File: src/rtl/if_fetch_unit_if.sv
// Instruction-memory request/acknowledge port shared by the fetch unit (master) and the memory (slave).
interface if_fetch_unit_if #(
  parameter int PC_WIDTH   = 32,
  parameter int DATA_WIDTH = 32
);
  logic                  imem_req;
  logic [PC_WIDTH-1:0]   imem_addr;
  logic                  imem_ack;
  logic [DATA_WIDTH-1:0] imem_rdata;

  modport master (
    output imem_req,
    output imem_addr,
    input  imem_ack,
    input  imem_rdata
  );

  modport slave (
    input  imem_req,
    input  imem_addr,
    output imem_ack,
    output imem_rdata
  );
endinterface

File: src/rtl/if_fetch_unit.sv
// Instruction-fetch stage: owns the fetch PC, drives a variable-latency imem port, feeds IF/ID.
// Optional build macro IMEM_WATCHDOG_EN adds a sticky no-ack watchdog on if_fault.
module if_fetch_unit #(
  parameter int                  PC_WIDTH   = 32,
  parameter int                  DATA_WIDTH = 32,
  parameter logic [PC_WIDTH-1:0] RESET_PC   = '0,
  parameter int                  WDOG_LIMIT = 255
) (
  input  logic                  clk,
  input  logic                  reset,
  input  logic                  cu_stall,
  input  logic                  redir_valid,
  input  logic [PC_WIDTH-1:0]   redir_target,
  if_fetch_unit_if.master       imem,
  output logic [PC_WIDTH-1:0]   pc,
  output logic [DATA_WIDTH-1:0] instr,
  output logic                  if_valid,
  output logic                  if_stall_req,
  output logic                  if_fault
);

  typedef enum logic [1:0] {
    FETCH = 2'd0,
    HOLD  = 2'd1,
    DRAIN = 2'd2
  } state_t;

  state_t                state, state_next;
  logic [PC_WIDTH-1:0]   pc_reg, pc_next;
  logic [PC_WIDTH-1:0]   req_addr, req_addr_next;
  logic [DATA_WIDTH-1:0] instr_buf, instr_buf_next;
  logic [PC_WIDTH-1:0]   target;
  logic [PC_WIDTH-1:0]   pc_inc;

  assign target = {redir_target[PC_WIDTH-1:2], 2'b00};
  assign pc_inc = pc_reg + PC_WIDTH'(4);

  // NOTE: sequential state uses non-blocking assignments so every register samples pre-edge values.
  always_ff @(posedge clk) begin
    if (reset) begin
      state     <= FETCH;
      pc_reg    <= RESET_PC;
      req_addr  <= RESET_PC;
      instr_buf <= '0;
    end else begin
      state     <= state_next;
      pc_reg    <= pc_next;
      req_addr  <= req_addr_next;
      instr_buf <= instr_buf_next;
    end
  end

  // NOTE: every combinational output gets a default first so no path leaves it unassigned (no latch).
  always_comb begin
    state_next     = state;
    pc_next        = pc_reg;
    req_addr_next  = req_addr;
    instr_buf_next = instr_buf;
    case (state)
      FETCH: begin
        if (redir_valid) begin
          pc_next = target;
          // an un-acked request cannot be withdrawn; remember it and wait it out
          if (!imem.imem_ack) begin
            req_addr_next = pc_reg;
            state_next    = DRAIN;
          end
        end else if (imem.imem_ack) begin
          if (cu_stall) begin
            instr_buf_next = imem.imem_rdata;
            state_next     = HOLD;
          end else begin
            pc_next = pc_inc;
          end
        end
      end
      HOLD: begin
        if (redir_valid) begin
          pc_next    = target;
          state_next = FETCH;
        end else if (!cu_stall) begin
          pc_next    = pc_inc;
          state_next = FETCH;
        end
      end
      DRAIN: begin
        if (redir_valid) pc_next = target;
        if (imem.imem_ack) state_next = FETCH;
      end
      default: state_next = FETCH;
    endcase
  end

  always_comb begin
    imem.imem_req  = 1'b0;
    imem.imem_addr = pc_reg;
    pc             = pc_reg;
    if_valid       = 1'b0;
    instr          = '0;
    case (state)
      FETCH: begin
        imem.imem_req = 1'b1;
        // zero-wait bypass: returned data is presented in the ack cycle
        if_valid      = imem.imem_ack;
        instr         = imem.imem_ack ? imem.imem_rdata : '0;
      end
      HOLD: begin
        if_valid = 1'b1;
        instr    = instr_buf;
      end
      DRAIN: begin
        imem.imem_req  = 1'b1;
        imem.imem_addr = req_addr;
      end
      default: ;
    endcase
  end

  assign if_stall_req = !if_valid;

`ifdef IMEM_WATCHDOG_EN
  localparam int WDOG_W = ($clog2(WDOG_LIMIT + 1) > 8) ? $clog2(WDOG_LIMIT + 1) : 8;

  logic [WDOG_W-1:0] wdog_cnt;
  logic              fault_q;

  always_ff @(posedge clk) begin
    if (reset) begin
      wdog_cnt <= '0;
      fault_q  <= 1'b0;
    end else if (imem.imem_req && !imem.imem_ack) begin
      if (wdog_cnt != WDOG_W'(WDOG_LIMIT)) wdog_cnt <= wdog_cnt + 1'b1;
      fault_q <= fault_q | (wdog_cnt == WDOG_W'(WDOG_LIMIT - 1));
    end else begin
      wdog_cnt <= '0;
    end
  end

  assign if_fault = fault_q;
`else
  // limit only matters with the watchdog built; the expression folds to constant 0
  assign if_fault = (WDOG_LIMIT < 0);
`endif

endmodule

File: src/flat_wrapper.sv
// flat-port wrapper written by rule: the top's interface ports become plain ports
module if_fetch_unit_flat 
#(
  parameter int                  PC_WIDTH   = 32,
  parameter int                  DATA_WIDTH = 32,
  parameter logic [PC_WIDTH-1:0] RESET_PC   = '0,
  parameter int                  WDOG_LIMIT = 255
)
  (clk, reset, cu_stall, redir_valid, redir_target, pc, instr, if_valid, if_stall_req, if_fault, imem_imem_req, imem_imem_addr, imem_imem_ack, imem_imem_rdata);
  if_fetch_unit_if #(.PC_WIDTH(PC_WIDTH), .DATA_WIDTH(DATA_WIDTH)) imem_i ();
  input  logic clk;
  input  logic reset;
  input  logic cu_stall;
  input  logic redir_valid;
  input  logic [PC_WIDTH-1:0] redir_target;
  output logic [PC_WIDTH-1:0] pc;
  output logic [DATA_WIDTH-1:0] instr;
  output logic if_valid;
  output logic if_stall_req;
  output logic if_fault;
  output wire logic [$bits(imem_i.imem_req)-1:0] imem_imem_req;
  output wire logic [$bits(imem_i.imem_addr)-1:0] imem_imem_addr;
  input wire logic [$bits(imem_i.imem_ack)-1:0] imem_imem_ack;
  input wire logic [$bits(imem_i.imem_rdata)-1:0] imem_imem_rdata;
  assign imem_imem_req = imem_i.imem_req;
  assign imem_imem_addr = imem_i.imem_addr;
  assign imem_i.imem_ack = imem_imem_ack;
  assign imem_i.imem_rdata = imem_imem_rdata;
  if_fetch_unit #(.PC_WIDTH(PC_WIDTH), .DATA_WIDTH(DATA_WIDTH), .RESET_PC(RESET_PC), .WDOG_LIMIT(WDOG_LIMIT)) u_core (.clk(clk), .reset(reset), .cu_stall(cu_stall), .redir_valid(redir_valid), .redir_target(redir_target), .imem(imem_i), .pc(pc), .instr(instr), .if_valid(if_valid), .if_stall_req(if_stall_req), .if_fault(if_fault));
endmodule
File: config.mk
export PLATFORM = sky130hd
export DESIGN_NAME = if_fetch_unit_flat
export DESIGN_NICKNAME = d
export VERILOG_FILES = /design/src/rtl/if_fetch_unit_if.sv /design/src/rtl/if_fetch_unit.sv /design/src/flat_wrapper.sv
export SDC_FILE = /design/constraint.sdc
export NUM_CORES = 1
export LEC_CHECK = 0
export BUFFER_PORTS_ARGS = -buffer_cell sky130_fd_sc_hd__buf_4
export CORE_MARGIN = 1
export CORE_UTILIZATION = 50
export CTS_BUF_LIST = sky130_fd_sc_hd__clkbuf_4
export CTS_CLUSTER_DIAMETER = 60
export DETAILED_ROUTE_END_ITERATION = 8
export PLACE_DENSITY = 0.81
export SETUP_SLACK_MARGIN = 0.05
export SLEW_MARGIN = 20
export SYNTH_ARGS = -nofsm -noshare
export SYNTH_HDL_FRONTEND = slang
export SYNTH_SLANG_ARGS = --single-unit
File: constraint.sdc
create_clock -name clk -period 2.3 [get_ports clk]
set_input_delay 0 -clock clk [delete_from_list [all_inputs] [get_ports clk]]
set_output_delay 0 -clock clk [all_outputs]
set_load 0.01 [all_outputs]
==> impl_metrics.py, run 1 <==
metrics = {
    "outcome": {
        "status": "complete, no violations",
    },
    "route": {
        "vias_per_cell": 5.84,
        "dr.pass1.iters": 7,
        "drc": 0,
        "totalWireLength_um": 16500,
        "drtAntennaViolNets": 0,
        "first_iter_violations": 384,
        "vias": 5752,
        "wire_per_inst_um": 16.7,
    },
    "power": {
        "p_per_area_nw_per_um2": 491,
        "p_leak_nw": 2.87,
        "peakVddDrop_mv": 0.279,
    },
    "grt": {
        "grt_max_degree": 55,
        "grt_antenna_before_repair": 0,
        "grt-ovfl-total": 0,
        "grt_usage_pct": 31.0,
        "grt_pass1_wl_um": 25600,
        "grt_pass1_vias": 5350,
    },
    "floorplanning": {
        "die_y_um": 102,
        "die-area_sq_um": 10500,
        "start_util_pct": 51.5,
        "die_w_um": 102,
        "ios": 169,
        "coreArea_sq_um": 9770,
        "rows": 36,
    },
    "final_layout": {
        "nNetsFinal": 919,
        "nFillCells": 723,
        "area_growth_pct": 40.3,
        "largest_reg_flops": 32,
        "layout.area.seq_sq_um": 1880,
        "final_cell_area_sq_um": 7060,
        "diodes": 0,
        "final_util_pct": 72.2,
        "drive_gt1_share_pct": 27.6,
        "multi_input_area_sq_um": 2880,
    },
    "synth": {
        "yosys_warnings": 0,
        "synthArstFlopShare_pct": 0,
        "synth_top_area_share_pct": 37.4,
        "synth_area_sq_um": 5030,
        "yosysMostFrequentCell": "nand2_1",
        "synthDistinctLibCells": 57,
        "ys_seq_area_share_pct": 37.4,
        "synthTopCellsByArea": "dfxtp_1, nand2_1, a21oi_1, a22o_1, mux2_2",
        "synth_area_leader_cell": "dfxtp_1",
        "ys_top_cells_by_count": "nand2_1, dfxtp_1, a21oi_1, a22o_1",
        "postSynthAreaPerCell_sq_um": 7.74,
        "synth_edf_count": 0,
        "syn_inst": 650,
        "ys_seq_elements": 94,
        "synth_flop_cell": "dfxtp_1",
    },
    "clock_tree": {
        "cts_root_buffer": "clkbuf_4",
        "clock_latency_ns": 0.45,
        "cts_sinks": 94,
        "post_cts_buffers": 0,
        "cts_inserted_buffers": 9,
        "htreeDepth": 3,
        "tritoncts": "built",
        "clk_pin_slew_ns": 0.14,
        "cts.path.max_buffers": 2,
    },
    "timing": {
        "clock.fmax_ghz": 0.468,
        "rsz0062_at_grt": "false",
        "setup_viol": 0,
        "hold_violations": 0,
        "finalMaxSlewViolations": 0,
        "period_share_pct": 93.0,
        "period_minus_slack_ns": 2.14,
        "finalSetupTns_ns": 0,
        "skew_ns": 0.0106,
        "worst_pin_slew_ns": 0.605,
        "relSlewSlack_pct": 59.3,
    },
    "setup_path": {
        "crit_type": "flop to output pin",
        "setup.worst_path.start_class": "flop",
        "r2r-start": "u_core.state[0]",
        "worstPathMaxFanout": 34,
        "required_ns": 2.30,
        "cp-end-kind": "output pin",
        "cp_data_arrival_time_ns": 2.14,
        "startpoint": "u_core.state[1]",
    },
    "placed_design": {
        "placed_cell_area_sq_um": 6310,
        "gp_routability_congestion": 0.877,
        "portBuffers": 161,
        "hpwl_um": 10100,
    },
    "hold_path": {
        "min_path_type": "input pin to flop",
        "hp-start": "reset",
    },
    "flow_run": {
        "maxCapViolations": 0,
    },
}
[report_power, final]
| group | internal (W) | switching (W) | leakage [nW] |
|---|---|---|---|
| sequential | 0.00170 | 0.000102 | 0.765 |
| clock | 0.000212 | 0.000544 | 0.0546 |
| combinational | 0.000469 | 0.000440 | 2.05 |
| total | 0.00238 | 0.00109 | 2.87 |
[per-layer routing]
metal | track usage, % | vias up | part of all wire, % | routed length [um]
met3 | 6.29 | 47 | 8.1 | 1330
met1 | 37.5 | 2694 | 40 | 6610
met2 | 52.1 | 303 | 49 | 8020
met4 | 15.7 | 0 | 3.1 | 510
li1 | - | 2708 | - | -
met5 | 0 | - | 0 | 0
[critical path, cell delays in order (launching register included)]
cell     delay, ns
dfxtp_1       0.61
nor2b_4       0.31
buf_12        0.23
mux2_2        0.37
buf_4         0.15
[layout by cell type, fill, tap and decap left out, types with 5 or more instances in the layout]
master and n:
o21ai_0 20, nand3_1 30, nor3_1 10, clkbuf_4 10
mux2_2 27, a21oi_1 85, a22o_1 35, and3_1 5
nand2_1 160, inv_1 7, dlygate4sd3_1 65, nand4_1 12
a31oi_1 6, o311ai_0 5, dfxtp_1 94, buf_4 179
conb_1 5, a21o_1 9, a22oi_1 5, nor2_1 24
[metrics by stage]
stage          hold WS [ns]  instances  worst slack, ns  total power, W
2_1_floorplan         0.136        654            0.462         0.00225
4_1_cts              0.0251        985            0.152         0.00345
3_3_place_gp          0.256        906            0.303         0.00261
5_1_grt              0.0630        985           0.0816         0.00361
3_5_place_dp          0.267        906            0.241         0.00263
6_report             0.0431        985            0.162         0.00347
[final timing paths]
path,to,slack [ns],cells past startpoint
max,imem_imem_addr[18],0.16,4
min,u_core.req_addr[21],0.04,2
max reg2reg,u_core.pc[31],0.27,4
min reg2reg,u_core.req_addr[31],0.46,2
[final cells by class]
type / instances / area share, %
Timing Repair Buffer: 245 / 28.5
Multi-Input combinational cell: 492 / 40.8
Clock inverter: 4 / 0.230
Inverter: 7 / 0.372
Clock buffer: 10 / 1.06
Sequential cell: 94 / 26.7
Tap cell: 133 / 2.36
[cells by family after synthesis]
group	synth area share (%)
other cells	0.0745
fa+ha+maj	0.249
compound gates	24.4
simple gates	25.5
flops	37.4
mux	6.04
buf+inv	6.34
[what timing repair did]
action,4_1_cts,5_1_grt
endpoints found under the setup margin,0,1
gates resized for setup,0,0
hold buffers,65,0
endpoints found under the hold margin,64,0
Note: power is estimated with default switching activity, not from simulation.
==> run 2: changes to the inputs <==
--- a/config.mk
+++ b/config.mk
@@ -5,6 +5,7 @@
 export SDC_FILE = /design/constraint.sdc
 export NUM_CORES = 1
 export LEC_CHECK = 0
+export ABC_AREA = 1
 export BUFFER_PORTS_ARGS = -buffer_cell sky130_fd_sc_hd__buf_4
 export CORE_MARGIN = 1
 export CORE_UTILIZATION = 50
==> impl_metrics.py, run 2 <==
metrics = {
    "setup_path": {
        "crit_type": "flop to flop",
        "cp_slowest_cell": "dlygate4sd3_1",
        "required_ns": 2.72,
        "cp_data_arrival_time_ns": 2.43,
        "timing.rr.end": "u_core.instr_buf[21]",
        "path_cells": "nor2_1, inv_2, nor2_2, nand2_1, buf_4, nand2_1, a21oi_1, dlygate4sd3_1",
        "slowest_delay_ns": 0.56,
        "r2r-start": "u_core.state[0]",
        "cpLargestDelayFamily": "buffers and inverters",
        "cp-end-kind": "flop",
        "setup.worst_path.start_class": "flop",
        "timing.critical_path.buf_inv": 3,
        "worst_path_most_repeated_cell": "nand2_1",
        "regToRegSetupSlack_ns": 0.29,
        "worstSetupPathDepth": 8,
        "startpoint": "u_core.state[0]",
        "worstRegToRegCells": 8,
        "endpoint": "u_core.instr_buf[21]",
        "worstPathMaxFanout": 33,
    },
    "grt": {
        "grt_usage_pct": 31.6,
        "grt_pass1_wl_um": 26100,
        "grt-ovfl-total": 0,
        "grt_antenna_before_repair": 0,
        "grt_pass1_vias": 5446,
        "grt_max_degree": 51,
    },
    "route": {
        "totalWireLength_um": 17000,
        "vias": 6157,
        "vias_per_cell": 5.36,
        "first_iter_violations": 438,
        "wire_per_inst_um": 14.8,
        "dr.pass1.iters": 5,
        "drtAntennaViolNets": 0,
        "drc": 0,
    },
    "final_layout": {
        "multi_input_area_sq_um": 2840,
        "nNetsFinal": 1081,
        "layout_commonest_cell": "nand2_1",
        "diodes": 0,
        "layout.area.seq_sq_um": 1880,
        "post_layout_nonfiller_instances": 1149,
        "final_util_pct": 72.8,
        "final_cell_mix": "nand2_1, buf_4, nor2_1",
        "area_growth_pct": 40.3,
        "largest_reg_flops": 32,
        "drive_gt1_share_pct": 19.9,
        "nFillCells": 815,
    },
    "synth": {
        "synth_area_leader_cell": "dfxtp_1",
        "synthArstFlopShare_pct": 0,
        "postSynthAreaPerCell_sq_um": 6.32,
        "yosysMostFrequentCell": "nand2_1",
        "synthDistinctLibCells": 29,
        "syn_inst": 806,
        "synth_edf_count": 0,
        "synth_area_sq_um": 5090,
        "ys_seq_elements": 94,
        "synth_top_area_share_pct": 37.0,
        "synthTopCellsByArea": "dfxtp_1, nand2_1, nor2_1, o21ai_0, a22o_1",
        "yosys_warnings": 0,
        "synth_flop_cell": "dfxtp_1",
        "ys_top_cells_by_count": "nand2_1, nor2_1, dfxtp_1, o21ai_0, a21oi_1",
        "ys_seq_area_share_pct": 37.0,
    },
    "power": {
        "p_leak_nw": 3.11,
        "p_total_w": 0.00373,
        "peakVddDrop_mv": 0.297,
        "p_per_area_nw_per_um2": 522,
    },
    "placed_design": {
        "dp_slack_ns": 0.392,
        "placed_cells": 1064,
        "portBuffers": 161,
        "hpwl_um": 10800,
        "gp_routability_congestion": 0.909,
    },
    "clock_tree": {
        "cts_root_buffer": "clkbuf_4",
        "clock_latency_ns": 0.46,
        "clk_pin_slew_ns": 0.17,
        "tritoncts": "built",
        "cts_sinks": 94,
        "cts_inserted_buffers": 9,
        "htreeDepth": 3,
        "post_cts_buffers": 0,
        "cts.path.max_buffers": 2,
    },
    "timing": {
        "rsz0062_at_grt": "false",
        "finalMaxSlewViolations": 0,
        "hold_violations": 0,
        "clock.fmax_ghz": 0.496,
        "setup_slack_ns": 0.286,
        "finalSetupTns_ns": 0,
        "period_minus_slack_ns": 2.01,
        "period_share_pct": 87.6,
        "skew_ns": 0.0273,
        "setup_viol": 0,
    },
    "floorplanning": {
        "die_w_um": 103,
        "die-area_sq_um": 10600,
        "rows": 36,
        "die_y_um": 103,
        "start_util_pct": 51.9,
        "ios": 169,
        "coreArea_sq_um": 9820,
    },
    "flow_run": {
        "maxCapViolations": 0,
    },
    "hold_path": {
        "min_path_type": "input pin to flop",
    },
    "outcome": {
        "status": "complete, no violations",
    },
}
run 2: changes by cell type in the layout (fill, tap and decap cells not counted), sizes merged, moves of 10 or more:
cell   before  now
a21oi      85   55
inv         7   43
mux2       27    0
nand2     160  209
nand4      15    5
nor2       26  170
o21ai      20  101
run 2: worst min-delay path by stage:
| stage | start | endpoint | slack (ns) | cells after the start |
|---|---|---|---|---|
| 4_1_cts | cu_stall | u_core.instr_buf[14] | 0.29 | 7 |
| 6_report | cu_stall | u_core.instr_buf[14] | 0.25 | 7 |
| 5_1_grt | cu_stall | u_core.instr_buf[23] | 0.27 | 7 |
| 3_3_place_gp | imem_imem_rdata[14] | u_core.instr_buf[14] | 0.26 | 3 |
| 2_1_floorplan | imem_imem_rdata[21] | u_core.instr_buf[21] | 0.14 | 2 |
| 3_5_place_dp | imem_imem_rdata[14] | u_core.instr_buf[14] | 0.27 | 3 |
run 2: worst register-to-register path: cells and delay by family (launching register included):
family,cells,cell delay [ns]
buffers and inverters,3,0.98
and+or+nand+nor,4,0.31
DFF,1,0.50
AOI/OAI and AO/OA,1,0.17
run 2: kinds of logic (layout without fill, tap and decap cells):
group | after synthesis | count (layout) | synth area share [%]
adder cells (fa/ha/maj) | 1 | 1 | 0.246
AND/OR/NAND/NOR | 427 | 427 | 33.6
other | 1 | 5 | 0.0736
flip-flops | 94 | 94 | 37.0
AO/OA/AOI/OAI | 191 | 191 | 21.3
buffers and inverters | 92 | 298 | 7.81
run 2: report_power, final:
part | switching (W) | internal [W]
clock network | 0.000591 | 0.000240
logic | 0.000547 | 0.000488
registers | 0.000124 | 0.00174
run 2: area by class of cell:
type	count	area share [%]
Sequential cell	94	26.3
Clock buffer	10	1.05
Multi-Input combinational cell	624	39.8
Tap cell	133	2.33
Timing Repair Buffer	240	27.6
Inverter	42	2.24
Clock inverter	6	0.648
run 2: routing by layer:
| layer | wire length [um] | vias to the layer above | GRT usage (%) |
|---|---|---|---|
| met3 | 1310 | 44 | 4.88 |
| met1 | 7190 | 2785 | 42.0 |
| met5 | 0 | - | 0 |
| met4 | 498 | 0 | 13.1 |
| met2 | 7970 | 292 | 51.0 |
| li1 | - | 3036 | - |
run 2: metrics by stage:
step / hold WS (ns) / cell area (sq um)
3_3_place_gp: 0.262 / 6330
3_5_place_dp: 0.271 / 6330
2_1_floorplan: 0.143 / 5110
5_1_grt: 0.274 / 7150
4_1_cts: 0.291 / 7140
6_report: 0.248 / 7150
run 2: repair_timing:
item	4_1_cts	5_1_grt
resized for setup	0	2
endpoints found under the hold margin	64	0
setup endpoints to repair	0	1
hold buffers	69	0
